## src/rtl/seq_detector.sv

```systemverilog
// Symbol-stream sequence identifier. It hunts for the start of one of four
// fixed symbol sequences, narrows the candidates as symbols arrive, then
// locks on the single survivor and follows it until a symbol mismatches.

// One table entry: given a candidate's current position, produce the next
// position (with wrap-around), the symbol expected there, the symbol at
// position 0, and whether the next position is the last one.
module seq_cand #(
  parameter int K = 0
) (
  input  logic [3:0] ph,
  output logic [3:0] ph_nxt,
  output logic [1:0] sym_nxt,
  output logic [1:0] sym0,
  output logic       at_end
);
  // Symbols are packed two bits per position, position 0 in the LSBs.
  localparam logic [31:0] TBL  = (K == 0) ? 32'h0069_E3CB :
                                 (K == 1) ? 32'h0000_002D :
                                 (K == 2) ? 32'h0000_03A6 : 32'h0000_0009;
  localparam logic [3:0]  LAST = (K == 0) ? 4'd11 :
                                 (K == 1) ? 4'd3  :
                                 (K == 2) ? 4'd5  : 4'd1;

  // Advance position with wrap and look up the symbols.
  always_comb begin
    ph_nxt  = (ph >= LAST) ? 4'd0 : ph + 4'd1;
    sym_nxt = TBL[{ph_nxt, 1'b0} +: 2];
    sym0    = TBL[1:0];
    at_end  = (ph_nxt == LAST);
  end
endmodule

module seq_detector (
  input  logic       clk,
  input  logic       rst,
  input  logic [1:0] z,
  input  logic       z_valid,
  output logic [1:0] sel,
  output logic       locked,
  output logic [3:0] phase,
  output logic       frame_done,
  output logic       err
);
  localparam int NUM_SEQ = 4;

  typedef enum logic [1:0] {
    HUNT  = 2'd0,
    TRACK = 2'd1,
    LOCK  = 2'd2
  } state_t;

  state_t                   state_q, state_d;
  logic [NUM_SEQ-1:0]       mask_q, mask_d;
  logic [NUM_SEQ-1:0][3:0]  cph_q, cph_d;
  logic [1:0]               sel_q, sel_d;
  logic                     locked_q, locked_d;
  logic [3:0]               phase_q, phase_d;
  logic                     frame_done_q, frame_done_d;
  logic                     err_q, err_d;

  logic [NUM_SEQ-1:0][3:0]  ph_nxt;
  logic [NUM_SEQ-1:0][1:0]  sym_nxt;
  logic [NUM_SEQ-1:0][1:0]  sym0;
  logic [NUM_SEQ-1:0]       at_end;
  logic [NUM_SEQ-1:0]       hit0;
  logic [NUM_SEQ-1:0]       surv;
  logic [1:0]               surv_idx;

  for (genvar g = 0; g < NUM_SEQ; g++) begin : g_cand
    seq_cand #(.K(g)) u_cand (
      .ph      (cph_q[g]),
      .ph_nxt  (ph_nxt[g]),
      .sym_nxt (sym_nxt[g]),
      .sym0    (sym0[g]),
      .at_end  (at_end[g])
    );
  end

  // Per-candidate matches: start-of-sequence hits and surviving candidates.
  always_comb begin
    hit0     = '0;
    surv     = '0;
    surv_idx = 2'd0;
    for (int k = 0; k < NUM_SEQ; k++) begin
      hit0[k] = (sym0[k] == z);
      surv[k] = mask_q[k] && (sym_nxt[k] == z);
      if (surv[k]) surv_idx = 2'(k);
    end
  end

  // Next-state and registered-output logic.
  always_comb begin
    state_d      = state_q;
    mask_d       = mask_q;
    cph_d        = cph_q;
    sel_d        = sel_q;
    locked_d     = locked_q;
    phase_d      = phase_q;
    frame_done_d = 1'b0;
    err_d        = 1'b0;
    case (state_q)
      HUNT: begin
        if (z_valid) begin
          mask_d = hit0;
          cph_d  = '0;
          if (|hit0) state_d = TRACK;
        end
      end
      TRACK: begin
        if (z_valid) begin
          mask_d = surv;
          cph_d  = ph_nxt;
          if (surv == '0) begin
            // The offending symbol is dropped, not reused as a new start.
            state_d = HUNT;
            err_d   = 1'b1;
          end else if ($onehot(surv) && at_end[surv_idx]) begin
            state_d      = LOCK;
            sel_d        = surv_idx;
            locked_d     = 1'b1;
            phase_d      = ph_nxt[surv_idx];
            frame_done_d = 1'b1;
          end
        end
      end
      LOCK: begin
        if (z_valid) begin
          if (sym_nxt[sel_q] == z) begin
            cph_d[sel_q] = ph_nxt[sel_q];
            phase_d      = ph_nxt[sel_q];
            frame_done_d = at_end[sel_q];
          end else begin
            // sel is left holding the sequence that was lost.
            state_d  = HUNT;
            mask_d   = '0;
            locked_d = 1'b0;
            phase_d  = 4'd0;
            err_d    = 1'b1;
          end
        end
      end
      default: begin
        state_d  = HUNT;
        mask_d   = '0;
        locked_d = 1'b0;
        phase_d  = 4'd0;
      end
    endcase
  end

  // State and output registers with synchronous reset.
  always_ff @(posedge clk) begin
    if (rst) begin
      state_q      <= HUNT;
      mask_q       <= '0;
      cph_q        <= '0;
      sel_q        <= 2'd0;
      locked_q     <= 1'b0;
      phase_q      <= 4'd0;
      frame_done_q <= 1'b0;
      err_q        <= 1'b0;
    end else begin
      state_q      <= state_d;
      mask_q       <= mask_d;
      cph_q        <= cph_d;
      sel_q        <= sel_d;
      locked_q     <= locked_d;
      phase_q      <= phase_d;
      frame_done_q <= frame_done_d;
      err_q        <= err_d;
    end
  end

  assign sel        = sel_q;
  assign locked     = locked_q;
  assign phase      = phase_q;
  assign frame_done = frame_done_q;
  assign err        = err_q;
endmodule

```

## config.mk

```make
export PLATFORM = sky130hd
export DESIGN_NAME = seq_detector
export DESIGN_NICKNAME = d
export VERILOG_FILES = /design/src/rtl/seq_detector.sv
export SDC_FILE = /design/constraint.sdc
export NUM_CORES = 1
export LEC_CHECK = 0
export ABC_AREA = 1
export BUFFER_PORTS_ARGS = -buffer_cell sky130_fd_sc_hd__buf_2
export CAP_MARGIN = 40
export CORE_ASPECT_RATIO = 0.6
export CORE_UTILIZATION = 58
export CTS_BUF_LIST = sky130_fd_sc_hd__clkbuf_4
export CTS_CLUSTER_SIZE = 8
export DETAILED_ROUTE_END_ITERATION = 7
export GPL_TIMING_DRIVEN = 1
export PLACE_DENSITY = 0.78
export SYNTH_ARGS = -nofsm -noshare
export SYNTH_HDL_FRONTEND = slang
export SYNTH_HIERARCHICAL = 1
export SYNTH_SLANG_ARGS = --single-unit
export TNS_END_PERCENT = 20
```

## constraint.sdc

```tcl
create_clock -name clk -period 3.3 [get_ports clk]
set_input_delay 0.33 -clock clk [delete_from_list [all_inputs] [get_ports clk]]
set_output_delay 0.33 -clock clk [all_outputs]
set_load 0.05 [all_outputs]
```

==> flow_summary.toml <==
[sta]
hold_viol_final = 0
fin_skew_ns = 0.0105
rsz0062_at_grt = "true"
worstMarginPinSlew_ns = 0.620
period_needed_ns = 3.36
setup_ws_ns = -0.0567
period_share_pct = 102
slew_viol_final = 0
fmax_ghz = 0.298
slew_headroom_pct = 58.5
hold_ws_ns = 0.160
setup-violations-final = 6

[pwr]
seq_power_share_pct = 22.3
switching_share_pct = 54.9
irDropWorstVdd_uv = 556
combPwrFrac_pct = 67.9
power_report.internal_total_mw = 1.01
p_switching_mw = 1.23
clockPowerShare_pct = 9.8
total_power_mw = 2.24
power.density_nw_per_um2 = 636
power_leakage_nw = 1.63

[worst_setup_path]
reg2regPathDepth = 15
crit_end = "sel[1]"
cp-end-kind = "flip-flop"
timing.rr.start = "cph_q[4]"
crit_arrival_ns = 3.59
required_ns = 3.53
startpoint_type = "flip-flop"
crit_fanout = 4
r2r-end = "sel[1]"
cp-startpoint = "cph_q[4]"
r2r_slack_ns = -0.06
critPathKind = "reg -> reg"

[routing]
drt-pass1-iter-count = 8
vias_per_cell = 5.50
route.detailed.drc = 1
dr.first_iter.drc_count = 327
detail_route.wl_per_cell_microns = 14.5
drtAntennaViolNets = 0
wirelength_microns = 8650
route.vias.total = 3281

[status]
status = "finished, violations left"
violations = "DRC, setup timing"

[grt]
antenna_found_initial = 0
grt_pass1_vias = 2841
track_usage_pct = 30.6
grt_max_degree = 21
grt_pass1_wl_microns = 13700
grt_overflow = 0

[yosys]
synth-seq-cells = 31
yosysWarnings = 6
ys_types = 44
synthMuxAreaShare_pct = 0
synth_compound_area_share_pct = 19.3
synth_seq_area_share_pct = 19.3
synthXorXnorAreaFrac_pct = 2.96
synth-simple-area-share_pct = 32.5
synth_edf_count = 0
syn-instance-count = 510
synthFlopType = "dfxtp_1"
syn_area_per_cell_sq_um = 6.29
synth_fa_ha_area_share_pct = 7.25
syn_area_sq_um = 3210
synth_top_family_by_area = "simple AND/OR/NAND/NOR gates"
async_flop_share_pct = 0

[die]
rows = 20
core_sq_um = 5180
die_area_sq_um = 5840
chipHeight_microns = 59.6
die_x_microns = 98.0
boundaryPins = 14
start_util_pct = 62.0

[clock_network]
htree_levels = 2
clock-root-buffer = "clkbuf_4"
clkTransAtPathRegs_ns = 0.11
numCtsBuffers = 5
cts_buffer_depth = 2
cts.sinks = 31
clk_latency_ns = 0.34
cts_tree = "built"

[finish]
final_cell_mix = "94 x nand2_1, 89 x inv_1, 59 x nor2_1, 31 x o21ai_0, 28 x dfxtp_1"
nets = 554
multi_input_area_sq_um = 2160
layout_commonest_cell = "nand2_1"
insertedDiodeCount = 0
final_area_sq_um = 3530
drive_gt1_share_pct = 22.0
seq_area_sq_um = 624
nFillCells = 455
syn_to_final_growth_pct = 9.86

[placed_design]
hpwl_microns = 6590
io_buffers = 13
gp_congestion = 0.938
postPlaceCellArea_sq_um = 3330

[job]
maxCapViolCount = 0

[hold_path]
hold_class = "in -> reg"
-- Yosys cell counts (2+ instances only) --
cell       count  area (sq um)
nor2_2         9          56.3
o21ai_0       32           160
a22oi_1       11          82.6
nor2_1        64           240
ha_1          17           213
o21ai_1        7          35.0
inv_2          4          15.0
buf_4         13          97.6
nor2_4         2          22.5
a21oi_2        2          17.5
dfxtp_1       31           621
nand2_2       14          87.6
o32ai_1        8          70.1
a21oi_1       18          90.1
nand2_4        6          67.6
nand3_1       15          75.1
o2111ai_1      3          26.3
xnor2_1        8          70.1
nand3_2        4          40.0
nand4_1        6          37.5
buf_6          6          67.6
inv_1         93           349
conb_1         7          26.3
nand2_1       98           368
o22ai_1        8          50.1
clkbuf_1       4          15.0
o32ai_2        3          48.8
-- power groups by stage --
stage | clock [mW] | sequential (mW) | combinational (mW)
2_1_floorplan | 0 | 0.553 | 1.04
3_3_place_gp | 0 | 0.497 | 1.37
3_5_place_dp | 0 | 0.502 | 1.40
4_1_cts | 0.219 | 0.495 | 1.43
5_1_grt | 0.232 | 0.509 | 1.66
6_report | 0.219 | 0.500 | 1.52
-- cells by family (layout without fill, tap and decap cells) --
group	Yosys count	after routing
flip-flops	31	31
AND/OR/NAND/NOR	223	223
adder cells (fa/ha/maj)	18	18
XOR/XNOR	10	10
AO/OA/AOI/OAI	96	96
other	7	11
buffers and inverters	125	142
-- area by class of cell --
class	count	share of cell area, %
Inverter	100	10.8
Sequential cell	31	17.7
Multi-Input combinational cell	358	61.4
Clock buffer	5	1.06
Timing Repair Buffer	35	6.53
Clock inverter	2	0.248
Tap cell	66	2.34
-- sequential cells by signal (all words and copies together), names as in the netlist --
name	cells
cph_q	16
err	1
frame_done	1
locked	1
mask_q	4
phase	4
sel	2
state_q	2
-- worst min path at each step --
stage                          from          to  slack (ns)  cells after the start
after floorplan                 rst  state_q[0]        0.39                      1
after global placement    mask_q[0]   mask_q[0]        0.48                      2
after detailed placement  mask_q[0]   mask_q[0]        0.49                      2
after CTS                       rst  state_q[0]        0.16                      2
after global routing            rst  state_q[0]        0.16                      2
final                           rst  state_q[0]        0.16                      2
-- metrics by stage --
stage	util, %	setup WS [ns]	TNS (ns)	cells
floorplan	-	0.0116	0	514
CTS	66.3	-0.0717	-0.157	595
detailed placement	64.3	-0.255	-2.03	586
finish	68.1	-0.0567	-0.222	597
global placement	64.3	-0.0878	-0.570	586
global route	68.1	-0.204	-1.60	597
-- routing by layer --
metal  up-vias  GRT usage [%]  wire length [microns]  part of all wire, %
met4         0           8.23                    100                  1.2
met3        15           6.49                    878                   10
li1       1630              -                      -                    -
met5         -              0                      0                    0
met2       152           44.5                   3500                   40
met1      1484           45.3                   4170                   48
-- critical path, stage by stage, from the launching register on --
cell     delay, ns
dfxtp_1       0.44
ha_1          0.28
inv_1         0.08
nor2_1        0.05
ha_1          0.35
inv_1         0.08
nand2_1       0.07
nand3_1       0.13
nor2_4        0.14
fa_1          0.45
ha_2          0.21
ha_4          0.24
nor3b_4       0.24
nand4_1       0.21
o21ai_0       0.22
a21oi_1       0.06
-- timing repair --
item	CTS	global route
pin swaps	11	16
hold buffers	0	0
hold endpoints to repair	0	0
resized for setup	12	16
endpoints found under the setup margin	10	13
setup buffers	2	3
No activity file was read; power rests on OpenSTA's default activity.
